$ cat src/rtl/shift_sequencer.sv
// shift_sequencer: control stage in front of a combinational logical barrel shifter.
// Takes one request (data, total amount, direction) and splits the amount into passes
// of at most MAXP bit positions. Each pass goes through the external shifter, and the
// result is captured on the next edge. The final word is returned over a valid/ready
// response port. Only one request is in flight at a time.
// Every output comes straight from a register, so bs_* never glitches.
module shift_sequencer #(
    parameter int WIDTH = 8,
    parameter int SEL_W = 2,
    parameter int AMT_W = 3
) (
    input  logic             clk,
    input  logic             rst,
    input  logic             req_valid,
    output logic             req_ready,
    input  logic [WIDTH-1:0] req_data,
    input  logic [AMT_W-1:0] req_amt,
    input  logic             req_lft,
    output logic [WIDTH-1:0] bs_in,
    output logic [SEL_W-1:0] bs_sel,
    output logic             bs_sft_lft,
    input  logic [WIDTH-1:0] bs_out,
    output logic             rsp_valid,
    input  logic             rsp_ready,
    output logic [WIDTH-1:0] rsp_data,
    output logic             busy
);

    localparam int MAXP = (1 << SEL_W) - 1;

    typedef enum logic [1:0] {
        IDLE  = 2'd0,
        SHIFT = 2'd1,
        DONE  = 2'd2
    } state_t;

    state_t           state_r;
    state_t           state_s;
    logic [WIDTH-1:0] acc_r;
    logic [WIDTH-1:0] acc_s;
    logic [AMT_W-1:0] rem_r;
    logic [AMT_W-1:0] rem_s;
    logic             dir_r;
    logic             dir_s;
    logic [SEL_W-1:0] step_s;
    logic [SEL_W-1:0] bs_sel_r;
    logic [SEL_W-1:0] bs_sel_s;
    logic             req_ready_r;
    logic             rsp_valid_r;
    logic             busy_r;

    // Size of one pass: the remaining amount, capped at what the shifter can do at once.
    function automatic logic [SEL_W-1:0] step_of(input logic [AMT_W-1:0] rem);
        logic [SEL_W-1:0] s;
        if (int'(rem) > MAXP) begin
            s = SEL_W'(MAXP);
        end else begin
            s = SEL_W'(rem);
        end
        return s;
    endfunction

    assign step_s = step_of(rem_r);

    // Next-state and datapath update for the IDLE -> SHIFT -> DONE -> IDLE sequence.
    always_comb begin
        state_s  = state_r;
        acc_s    = acc_r;
        rem_s    = rem_r;
        dir_s    = dir_r;
        bs_sel_s = {SEL_W{1'b0}};
        case (state_r)
            IDLE: begin
                if (req_valid) begin
                    acc_s = req_data;
                    rem_s = req_amt;
                    dir_s = req_lft;
                    if (req_amt == {AMT_W{1'b0}}) begin
                        state_s = DONE;
                    end else begin
                        state_s = SHIFT;
                    end
                end else begin
                    state_s = IDLE;
                end
            end
            SHIFT: begin
                acc_s = bs_out;
                rem_s = rem_r - AMT_W'(step_s);
                if (rem_r == AMT_W'(step_s)) begin
                    state_s = DONE;
                end else begin
                    state_s = SHIFT;
                end
            end
            DONE: begin
                if (rsp_ready) begin
                    state_s = IDLE;
                end else begin
                    state_s = DONE;
                end
            end
            default: begin
                state_s = IDLE;
            end
        endcase
        // The pass amount for the next cycle is prepared here so that bs_sel can be a register.
        if (state_s == SHIFT) begin
            bs_sel_s = step_of(rem_s);
        end else begin
            bs_sel_s = {SEL_W{1'b0}};
        end
    end

    // State, datapath and registered output flags; rst aborts any operation in progress.
    always_ff @(posedge clk or posedge rst) begin
        if (rst) begin
            state_r     <= IDLE;
            acc_r       <= {WIDTH{1'b0}};
            rem_r       <= {AMT_W{1'b0}};
            dir_r       <= 1'b0;
            bs_sel_r    <= {SEL_W{1'b0}};
            req_ready_r <= 1'b1;
            rsp_valid_r <= 1'b0;
            busy_r      <= 1'b0;
        end else begin
            state_r     <= state_s;
            acc_r       <= acc_s;
            rem_r       <= rem_s;
            dir_r       <= dir_s;
            bs_sel_r    <= bs_sel_s;
            req_ready_r <= (state_s == IDLE);
            rsp_valid_r <= (state_s == DONE);
            busy_r      <= (state_s != IDLE);
        end
    end

    assign bs_in      = acc_r;
    assign bs_sel     = bs_sel_r;
    assign bs_sft_lft = dir_r;
    assign rsp_data   = acc_r;
    assign rsp_valid  = rsp_valid_r;
    assign req_ready  = req_ready_r;
    assign busy       = busy_r;

endmodule

$ cat config.mk
export PLATFORM = sky130hd
export DESIGN_NAME = shift_sequencer
export DESIGN_NICKNAME = d
export VERILOG_FILES = /design/src/rtl/shift_sequencer.sv
export SDC_FILE = /design/constraint.sdc
export NUM_CORES = 1
export LEC_CHECK = 0
export ABC_AREA = 1
export CORE_MARGIN = 2
export CORE_UTILIZATION = 40
export CTS_CLUSTER_SIZE = 24
export DETAILED_ROUTE_END_ITERATION = 10
export PLACE_DENSITY = 0.77
export SLEW_MARGIN = 20
export SYNTH_ARGS = -nofsm -noshare
export SYNTH_HDL_FRONTEND = slang
export SYNTH_SLANG_ARGS = --single-unit
$ cat constraint.sdc
create_clock -name clk -period 1.65 [get_ports clk]
set_clock_uncertainty 0.1 [all_clocks]
set_input_delay 0.495 -clock clk [delete_from_list [all_inputs] [get_ports clk]]
set_output_delay 0.495 -clock clk [all_outputs]
set_load 0.02 [all_outputs]
Yosys cells after proc, flatten, opt, wreduce, memory -nomap -nowiden
Cells that the tools add are included.
{"block": "classes", "n_eq_ne": 6, "n_mux": 12, "n_reduce_logical": 7, "add_sub_neg": 1, "magnitude_cmp": 2}
{"cell": "$pmux 8 s2", "count": 1}
{"cell": "$mux 2", "count": 7}
{"cell": "$mux 8", "count": 1}
{"cell": "$gt 3x2->1 const B", "count": 2}
{"cell": "$pmux 2 s3", "count": 1}
{"cell": "$pmux 3 s2", "count": 1}
{"cell": "$eq 2x1->1 const B", "count": 2}
{"cell": "$eq 2x2->1 const B", "count": 2}
{"cell": "$logic_not 2->1", "count": 2}
{"cell": "$reduce_and 2->1", "count": 2}
{"cell": "$reduce_bool 2->1", "count": 2}
{"cell": "$eq 3x2->1", "count": 1}
{"cell": "$logic_not 3->1", "count": 1}
{"cell": "$mux 3", "count": 1}
{"cell": "$sub 3x2->3", "count": 1}
{"cell": "$ne 2x2->1 const B", "count": 1}
{"block": "word_totals", "input_bits": 24, "regBits": 19, "output_inout_bits": 22}

Logic depth before layout (Yosys ltp)
Gate-level depths: netlist (run 1).
{"block": "logic_depth", "ltp_word": 7, "depth_mapped": 10, "ltp_nobuf": 10}

Worst setup path after synthesis (run 1)
OpenSTA, ideal clock, no wires.
{"block": "synth_timing", "kind": "reg-to-reg", "startpoint": "register rem_r[2]", "endpoint": "register bs_sel_r[1] (netlist: bs_sel[1])", "t_arrival_ps": 1212, "stages_incl_launch_ff": 10, "setup_time_ps": 121, "t_required_ps": 1429, "synth_period_minus_slack_ps": 1433, "n_path_buf": 0, "path_slack_ps": 217, "path_cell_list": "dfrtp_1 inv_1 nor2_1 inv_1 ha_1 nand3b_1 nand2_1 nor2_1 nor2_1 nor2_1"}
{"block": "synth_via", "elab_chain_cells": 7, "elab_cells_between_ends": 12, "cone_classes": "add/sub: 1; order compare: 2; eq/ne: 2; mux: 7"}
{"item": "start, declared", "line_no": "41", "rtl": "logic [AMT_W-1:0] rem_r;"}
{"item": "start signal, assigned", "line_no": "120", "rtl": "rem_r <= {AMT_W{1'b0}};"}
{"item": "start signal, assigned", "line_no": "129", "rtl": "rem_r <= rem_s;"}
{"item": "$gt 3x2->1 (*)", "line_no": "55", "rtl": "if (int'(rem) > MAXP) begin"}
{"item": "$mux 2 (*)", "line_no": "55"}
{"item": "$sub 3x2->3 (*)", "line_no": "89", "rtl": "rem_s = rem_r - AMT_W'(step_s);"}
{"item": "$pmux 3 s2 (*)", "line_no": "72", "rtl": "case (state_r)"}
{"item": "via rem_s[1]", "line_no": "42", "rtl": "logic [AMT_W-1:0] rem_s;"}
{"item": "$gt 3x2->1", "line_no": "55"}
{"item": "$mux 2 (*)", "line_no": "55"}
{"item": "$mux 2 (*)", "line_no": "108", "rtl": "if (state_s == SHIFT) begin"}
{"item": "via bs_sel_s[1]", "line_no": "47", "rtl": "logic [SEL_W-1:0] bs_sel_s;"}
{"item": "end signal, assigned", "line_no": "122", "rtl": "bs_sel_r <= {SEL_W{1'b0}};"}
{"item": "end signal, assigned", "line_no": "131", "rtl": "bs_sel_r <= bs_sel_s;"}
{"item": "end, declared", "line_no": "46", "rtl": "logic [SEL_W-1:0] bs_sel_r;"}
The timed path passes the listed nets; every way through them passes the cells marked *.
A chain may end at the register's enable or synchronous reset.

Worst setup path after layout (run 1)
{"block": "layout_timing", "startpoint": "register acc_r[5] (netlist: bs_in[5])", "endpoint": "output port bs_in[5]"}
{"item": "start, declared", "line_no": "39", "rtl": "logic [WIDTH-1:0] acc_r;"}
{"item": "start signal, assigned", "line_no": "119", "rtl": "acc_r <= {WIDTH{1'b0}};"}
{"item": "start signal, assigned", "line_no": "128", "rtl": "acc_r <= acc_s;"}
{"item": "end, declared", "line_no": "19", "rtl": "output logic [WIDTH-1:0] bs_in,"}
No word-level cell between the ends.

==> results of run 1 <==
## flip-flops by register name, indices dropped and copies added, names as in the netlist
name / count
busy: 1
req_ready: 1
rsp_valid: 1
bs_sel: 2
bs_sft_lft: 1
rem_r: 3
state_r: 2
bs_in: 8
## synthesized netlist by cell type, types with 2 or more instances
cell	count	area, um2
o21ai_1	3	15.01
nand2_1	49	183.9
nand3_1	4	20.02
nor2_1	10	37.54
buf_4	10	75.07
dfrtp_1	18	450.4
inv_1	17	63.81
nor2_4	2	22.52
o21ai_0	11	55.05
## power by group
| part | total [mW] | internal, mW | switching, mW |
|---|---|---|---|
| Clock | 0.234 | 0.0943 | 0.140 |
| Combinational | 1.79 | 0.723 | 1.07 |
| Sequential | 0.870 | 0.703 | 0.166 |
| Total | 2.89 | 1.52 | 1.37 |
## metrics by stage
stage / instances / total power [mW] / area (um2)
2_1_floorplan: 137 / 2.124 / 1057
3_3_place_gp: 206 / 2.688 / 1496
3_5_place_dp: 206 / 2.751 / 1496
4_1_cts: 210 / 2.794 / 1491
5_1_grt: 213 / 3.131 / 1535
6_report: 213 / 2.893 / 1535
## cells by family (layout without fill, tap and decap cells)
group                      Yosys count  after routing  share of synthesized area [%]
adders and majority gates            1              1                          1.183
DFF                                 19             19                          45.09
buffers and inverters               30             76                          15.15
AOI/OAI and AO/OA                   17             17                          9.704
and+or+nand+nor                     70             70                          28.88
## repair_timing
item                       4_1_cts  5_1_grt
pin swaps                        0        1
setup endpoints to repair       22       19
buffers inserted                 0        3
resized for setup               25       18
## final timing paths
check / from / to / slack, ns
worst max-delay path: bs_in[5]$_DFFE_PP0P_ / bs_in[5] / 0.02
max in group asynchronous: rst / req_ready$_DFF_PP1_ / 0.78
min in group asynchronous: rst / state_r[0]$_DFF_PP0_ / 0.41
worst max register to register: rem_r[2]$_DFF_PP0_ / bs_sel[0]$_DFF_PP0_ / 0.16
worst min register to register: bs_sft_lft$_DFFE_PP0P_ / bs_sft_lft$_DFFE_PP0P_ / 0.40
worst min-delay path: bs_sft_lft$_DFFE_PP0P_ / bs_sft_lft$_DFFE_PP0P_ / 0.40
## layout make-up
cell class	count	area, um2	area share (%)
well taps	30	37.54	2.445
clock buffers	4	26.28	1.711
inverters	19	73.82	4.808
repair buffers	53	493.0	32.11
multi-input cells	88	427.9	27.87
flip-flops and latches	19	476.7	31.05
## metal layers
layer | up-vias | GRT usage (%)
met5 | - | 0
met4 | 0 | 6.272
met3 | 5 | 4.215
met2 | 48 | 29.59
met1 | 463 | 19.70
li1 | 500 | -
==> reports/metrics.yaml, run 1 <==
clocking:
  clk_path_buf_depth: 2
  cts_root_buf: "clkbuf_4"
  clkSlewWorstSetupHoldPaths_ns: 0.10
  cts.sink_count: 19
  clk-insertion-delay-late_ns: 0.30
  cts_buffers: 3
  htreeDepth: 1
  cts_tree: "yes"
  cts.hold.buffers_added: 0
critical_path:
  crit_path_cell_trace: "dlygate4sd2_1"
  crit_type: "flip-flop to primary output"
  critPathMaxStageDelay_ns: 0.41
  worstSetupPathDepth: 1
  cp-end-kind: "primary output"
  slowest_stage: "dfrtp_1"
  reg2reg_depth: 10
  start_kind: "flip-flop"
  cp_max_fo: 3
  crit_buf_inv: 1
  required_ns: 1.05
  crit_family: "flip-flops"
  critPathArrivalTime_ns: 1.03
yosys:
  ys_ff_latch: 19
  synthCells: 137
  synth.yosys.seq_area_share_pct: 45.09
  yosys_warnings: 0
  synth_ff_type: "dfrtp_1"
  synth-edff-count: 0
  ys_types: 22
  async_reset_ff_share_pct: 100.0
  netlist_area_um2: 1057
  avgSynthCellArea_um2: 7.717
  synth_fp_nets: 162
grt:
  grt_start_max_net_pins: 20
  antenna_found_initial: 0
  overflow: 0
  grt_pass1_vias: 983
  grt_pass1_wl_um: 4222
  grt.total_usage_pct: 16.86
power_and_ir_drop:
  power.density_nw_per_um2: 1884
  p_leak_nw: 0.8103
  ir_drop_mv: 1.129
die:
  die_w_um: 55.41
  coreArea_um2: 2500
  fp.dieH_um: 55.41
  dieArea_um2: 3070
  rows: 18
  ios: 46
  start_util_pct: 42.29
placement:
  gp_congestion: 0.8306
  io_buffers: 45
  dpl.hpwl_um: 1921
  dp_slack_ns: -0.2029
cells_and_area:
  drive_gt1_share_pct: 13.66
  final_util_pct: 61.41
  nets: 209
  fillerInstances: 226
  antenna_cells: 0
  synthToLayoutAreaGrowth_pct: 45.21
  final_common_cell: "nand2_1"
  final_cell_mix: "nand2_1 (49), clkdlybuf4s50_1 (22), dfrtp_1 (18)"
outcome:
  status: "completed"
detailed_routing:
  met1_length_um: 1049
  top_layer: "met4"
  via_count: 1016
  route.detailed.drc: 0
  drt_iter0_drc: 26
  routed_wl_um: 2501
  dr_wl_met3_um: 181
  antenna_left: 0
  avgRoutedWirePerCell_um: 11.74
  wl_met2_um: 1228
  drtPass1Iterations: 4
  drt-vias-per-instance: 4.770
sta:
  fin_crit_sh_pct: 98.67
  finalSetupViolCount: 0
  tightest_slew_ns: 0.3317
  setup_tns_ns: 0
  hold_violations: 0
  relSlewSlack_pct: 77.89
  fin_ws_ns: 0.02196
  rsz0062_at_grt: "yes"
  max_freq_mhz: 614.2
  hold_slack_ns: 0.3998
  min_period_ns: 1.628
  maxSlewViolCount: 0
job:
  cap_violations: 0
hold_path:
  hold_path_class: "flip-flop to flip-flop"
  holdPathStages: 2
Note: power is estimated with default switching activity, not from simulation.
==> run 2: changes to the inputs <==
--- a/config.mk
+++ b/config.mk
@@ -10,6 +10,7 @@
 export CORE_UTILIZATION = 40
 export CTS_CLUSTER_SIZE = 24
 export DETAILED_ROUTE_END_ITERATION = 10
+export GPL_TIMING_DRIVEN = 0
 export PLACE_DENSITY = 0.77
 export SLEW_MARGIN = 20
 export SYNTH_ARGS = -nofsm -noshare
==> run 2 against run 1 <==
Effect of this change:
- power grew 9.4%
- setup slack gained 0.019 ns
- die area is the same
- hold slack gained 0.0053 ns
- core utilization grew 3.1 points
- sequential power shrank 0.9%
- flip-flop and latch count is the same
- non-clock buffer count grew 6
- maximum frequency grew 1.2%
==> reports/metrics.yaml, run 2 (same netlist as run 1, synthesis figures left out) <==
grt:
  antenna_found_initial: 0  # unchanged
  grt_pass1_wl_um: 4616  # was 4222 um
  grt_start_max_net_pins: 20  # unchanged
  overflow: 0  # unchanged
  grt_pass1_vias: 1042  # was 983
  grt.total_usage_pct: 18.71  # was 16.86%
hold_path:
  holdPathStages: 2  # unchanged
  holdPathEnd: "bs_sft_lft$_DFFE_PP0P_"  # unchanged
  hp-start: "bs_sft_lft$_DFFE_PP0P_"  # unchanged
  hold_path_class: "flip-flop to flip-flop"  # unchanged
cells_and_area:
  synthToLayoutAreaGrowth_pct: 52.54  # was 45.21%
  seq_area_um2: 476.7  # unchanged
  largest_register_ff_count: 8  # unchanged
  fin_cells: 219  # was 213
  nets: 215  # was 209
  final_util_pct: 64.51  # was 61.41%
  drive_gt1_share_pct: 21.69  # was 13.66%
  antenna_cells: 0  # unchanged
  fillerInstances: 208  # was 226
  multi_input_area_um2: 422.9  # was 427.9 um2
  finish.instance_area_um2: 1613  # was 1535 um2
  final_common_cell: "nand2_1"  # unchanged
  final_cell_mix: "nand2_1 (49), clkdlybuf4s50_1 (23), dfrtp_1 (18)"  # was nand2_1 (49), clkdlybuf4s50_1 (22), dfrtp_1 (18)
critical_path:
  reg2reg_depth: 9  # was 10
  crit_type: "flip-flop to primary output"  # unchanged
  crit_path_cell_trace: "dlygate4sd2_1"  # unchanged
  required_ns: 1.05  # about the same
  critPathMaxStageDelay_ns: 0.38  # was 0.41 ns
  crit_buf_inv: 1  # unchanged
  ff2ff_setup_slack_ns: 0.12  # was 0.16 ns
  critPathArrivalTime_ns: 1.01  # was 1.03 ns
  slowest_stage: "dfrtp_1"  # unchanged
  cp-end-kind: "primary output"  # unchanged
  start_kind: "flip-flop"  # unchanged
  reg2reg_to: "bs_sel[1]$_DFF_PP0_"  # was bs_sel[0]$_DFF_PP0_
  r2r_start: "rem_r[2]$_DFF_PP0_"  # unchanged
  cp_max_fo: 1  # was 3
  crit_family: "flip-flops"  # unchanged
detailed_routing:
  wl_met2_um: 1288  # was 1228 um
  drt_iter0_drc: 11  # was 26
  dr_wl_met3_um: 177  # was 181 um
  route.detailed.drc: 0  # unchanged
  drt-vias-per-instance: 4.767  # was 4.770
  avgRoutedWirePerCell_um: 11.79  # was 11.74 um
  routed_wl_um: 2581  # was 2501 um
  top_layer: "met4"  # unchanged
  antenna_left: 0  # unchanged
  drtPass1Iterations: 4  # unchanged
  via_count: 1044  # was 1016
  met1_length_um: 1094  # was 1049 um
clocking:
  htreeDepth: 1  # unchanged
  clk-insertion-delay-late_ns: 0.31  # was 0.30 ns
  cts_tree: "yes"  # unchanged
  cts_buffers: 3  # unchanged
  cts.sink_count: 19  # unchanged
  clkSlewWorstSetupHoldPaths_ns: 0.11  # was 0.10 ns
  clk_path_buf_depth: 2  # unchanged
  cts_root_buf: "clkbuf_4"  # unchanged
  cts.hold.buffers_added: 0  # unchanged
power_and_ir_drop:
  p_sw_share_pct: 45.16  # was 47.44%
  pwr-share-clk_pct: 7.6  # was 8.1%
  p_total_mw: 3.166  # was 2.893 mW
  pwr-share-seq_pct: 27.2  # was 30.1%
  switchingPower_mw: 1.430  # was 1.372 mW
  p_leak_nw: 0.8472  # was 0.8103 nW
  ir_drop_mv: 1.266  # was 1.129 mV
  power.density_nw_per_um2: 1963  # was 1884 nW/um2
  power_frac_comb_pct: 65.2  # was 61.9%
  p_int_mw: 1.736  # was 1.520 mW
die:
  fp.dieH_um: 55.41  # unchanged
  start_util_pct: 42.29  # unchanged
  coreArea_um2: 2500  # unchanged
  ios: 46  # unchanged
  dieArea_um2: 3070  # unchanged
  rows: 18  # unchanged
  die_w_um: 55.41  # unchanged
sta:
  rsz0062_at_grt: "yes"  # unchanged
  min_period_ns: 1.609  # was 1.628 ns
  maxSlewViolCount: 0  # unchanged
  max_freq_mhz: 621.4  # was 614.2 MHz
  hold_violations: 0  # unchanged
  finalSetupViolCount: 0  # unchanged
  tightest_slew_ns: 0.6901  # was 0.3317 ns
  setup_tns_ns: 0  # unchanged
  fin_crit_sh_pct: 97.53  # was 98.67%
  relSlewSlack_pct: 53.94  # was 77.89%
placement:
  io_buffers: 45  # unchanged
  dpl.hpwl_um: 1908  # was 1921 um
  gp_congestion: 0.7865  # was 0.8306
  place_inst: 212  # was 206
  post_dp_cell_area_um2: 1545  # was 1496 um2
job:
  cap_violations: 0  # unchanged
outcome:
  status: "completed"  # unchanged
[run 2: area by class of cell]
class                   instances  area share [%]
plain buffers                   4           2.095
clock buffers                   3           1.396
clock inverters                 1          0.3103
inverters                      19           4.577
multi-input cells              88           26.22
flip-flops and latches         19           29.56
well taps                      30           2.327
repair buffers                 55           33.51
[run 2: how the worst max path moves through the flow]
stage | from | to | slack [ns] | cells past startpoint
detailed placement | req_valid | bs_sel[1]$_DFF_PP0_ | -0.20 | 8
finish | bs_sel[1]$_DFF_PP0_ | bs_sel[1] | 0.04 | 1
floorplan | rem_r[2]$_DFF_PP0_ | bs_sel[1]$_DFF_PP0_ | 0.22 | 9
global placement | req_valid | bs_in[5]$_DFFE_PP0P_ | -0.18 | 7
CTS | bs_in[3]$_DFFE_PP0P_ | rsp_data[3] | 0.004 | 3
global route | rem_r[2]$_DFF_PP0_ | bs_sel[1]$_DFF_PP0_ | -0.03 | 9
[run 2: worst min-delay path, delay by kind of cell, from the launching register on]
kind | cells | cell delay [ns]
flops | 1 | 0.37
simple gates | 2 | 0.11
[run 2: per-stage QoR]
stage          worst slack [ns]  hold WS, ns
2_1_floorplan            0.2167       0.3454
3_3_place_gp            -0.1768       0.3659
3_5_place_dp            -0.2008       0.3793
4_1_cts                0.004020       0.4009
5_1_grt                -0.03254       0.4467
6_report                0.04082       0.4050
[run 2: power groups by stage]
stage / Clock (mW) / Sequential (mW) / Combinational [mW]
floorplan: 0 / 1.06 / 1.07
global placement: 0 / 0.866 / 1.97
detailed placement: 0 / 0.873 / 2.01
CTS: 0.244 / 0.848 / 2.18
global route: 0.268 / 0.893 / 2.28
finish: 0.239 / 0.862 / 2.07
[run 2: what timing repair did]
| action | in CTS | in global routing |
|---|---|---|
| gates resized for setup | 75 | 12 |
| setup buffers | 15 | 0 |
| pin swaps | 0 | 1 |
| setup endpoints to repair | 22 | 16 |
[run 2: per-layer routing]
metal  GRT usage (%)  up-vias
met4           5.923        0
met1           21.84      483
li1                -      516
met5               0        -
met3           4.450        2
met2           33.50       43
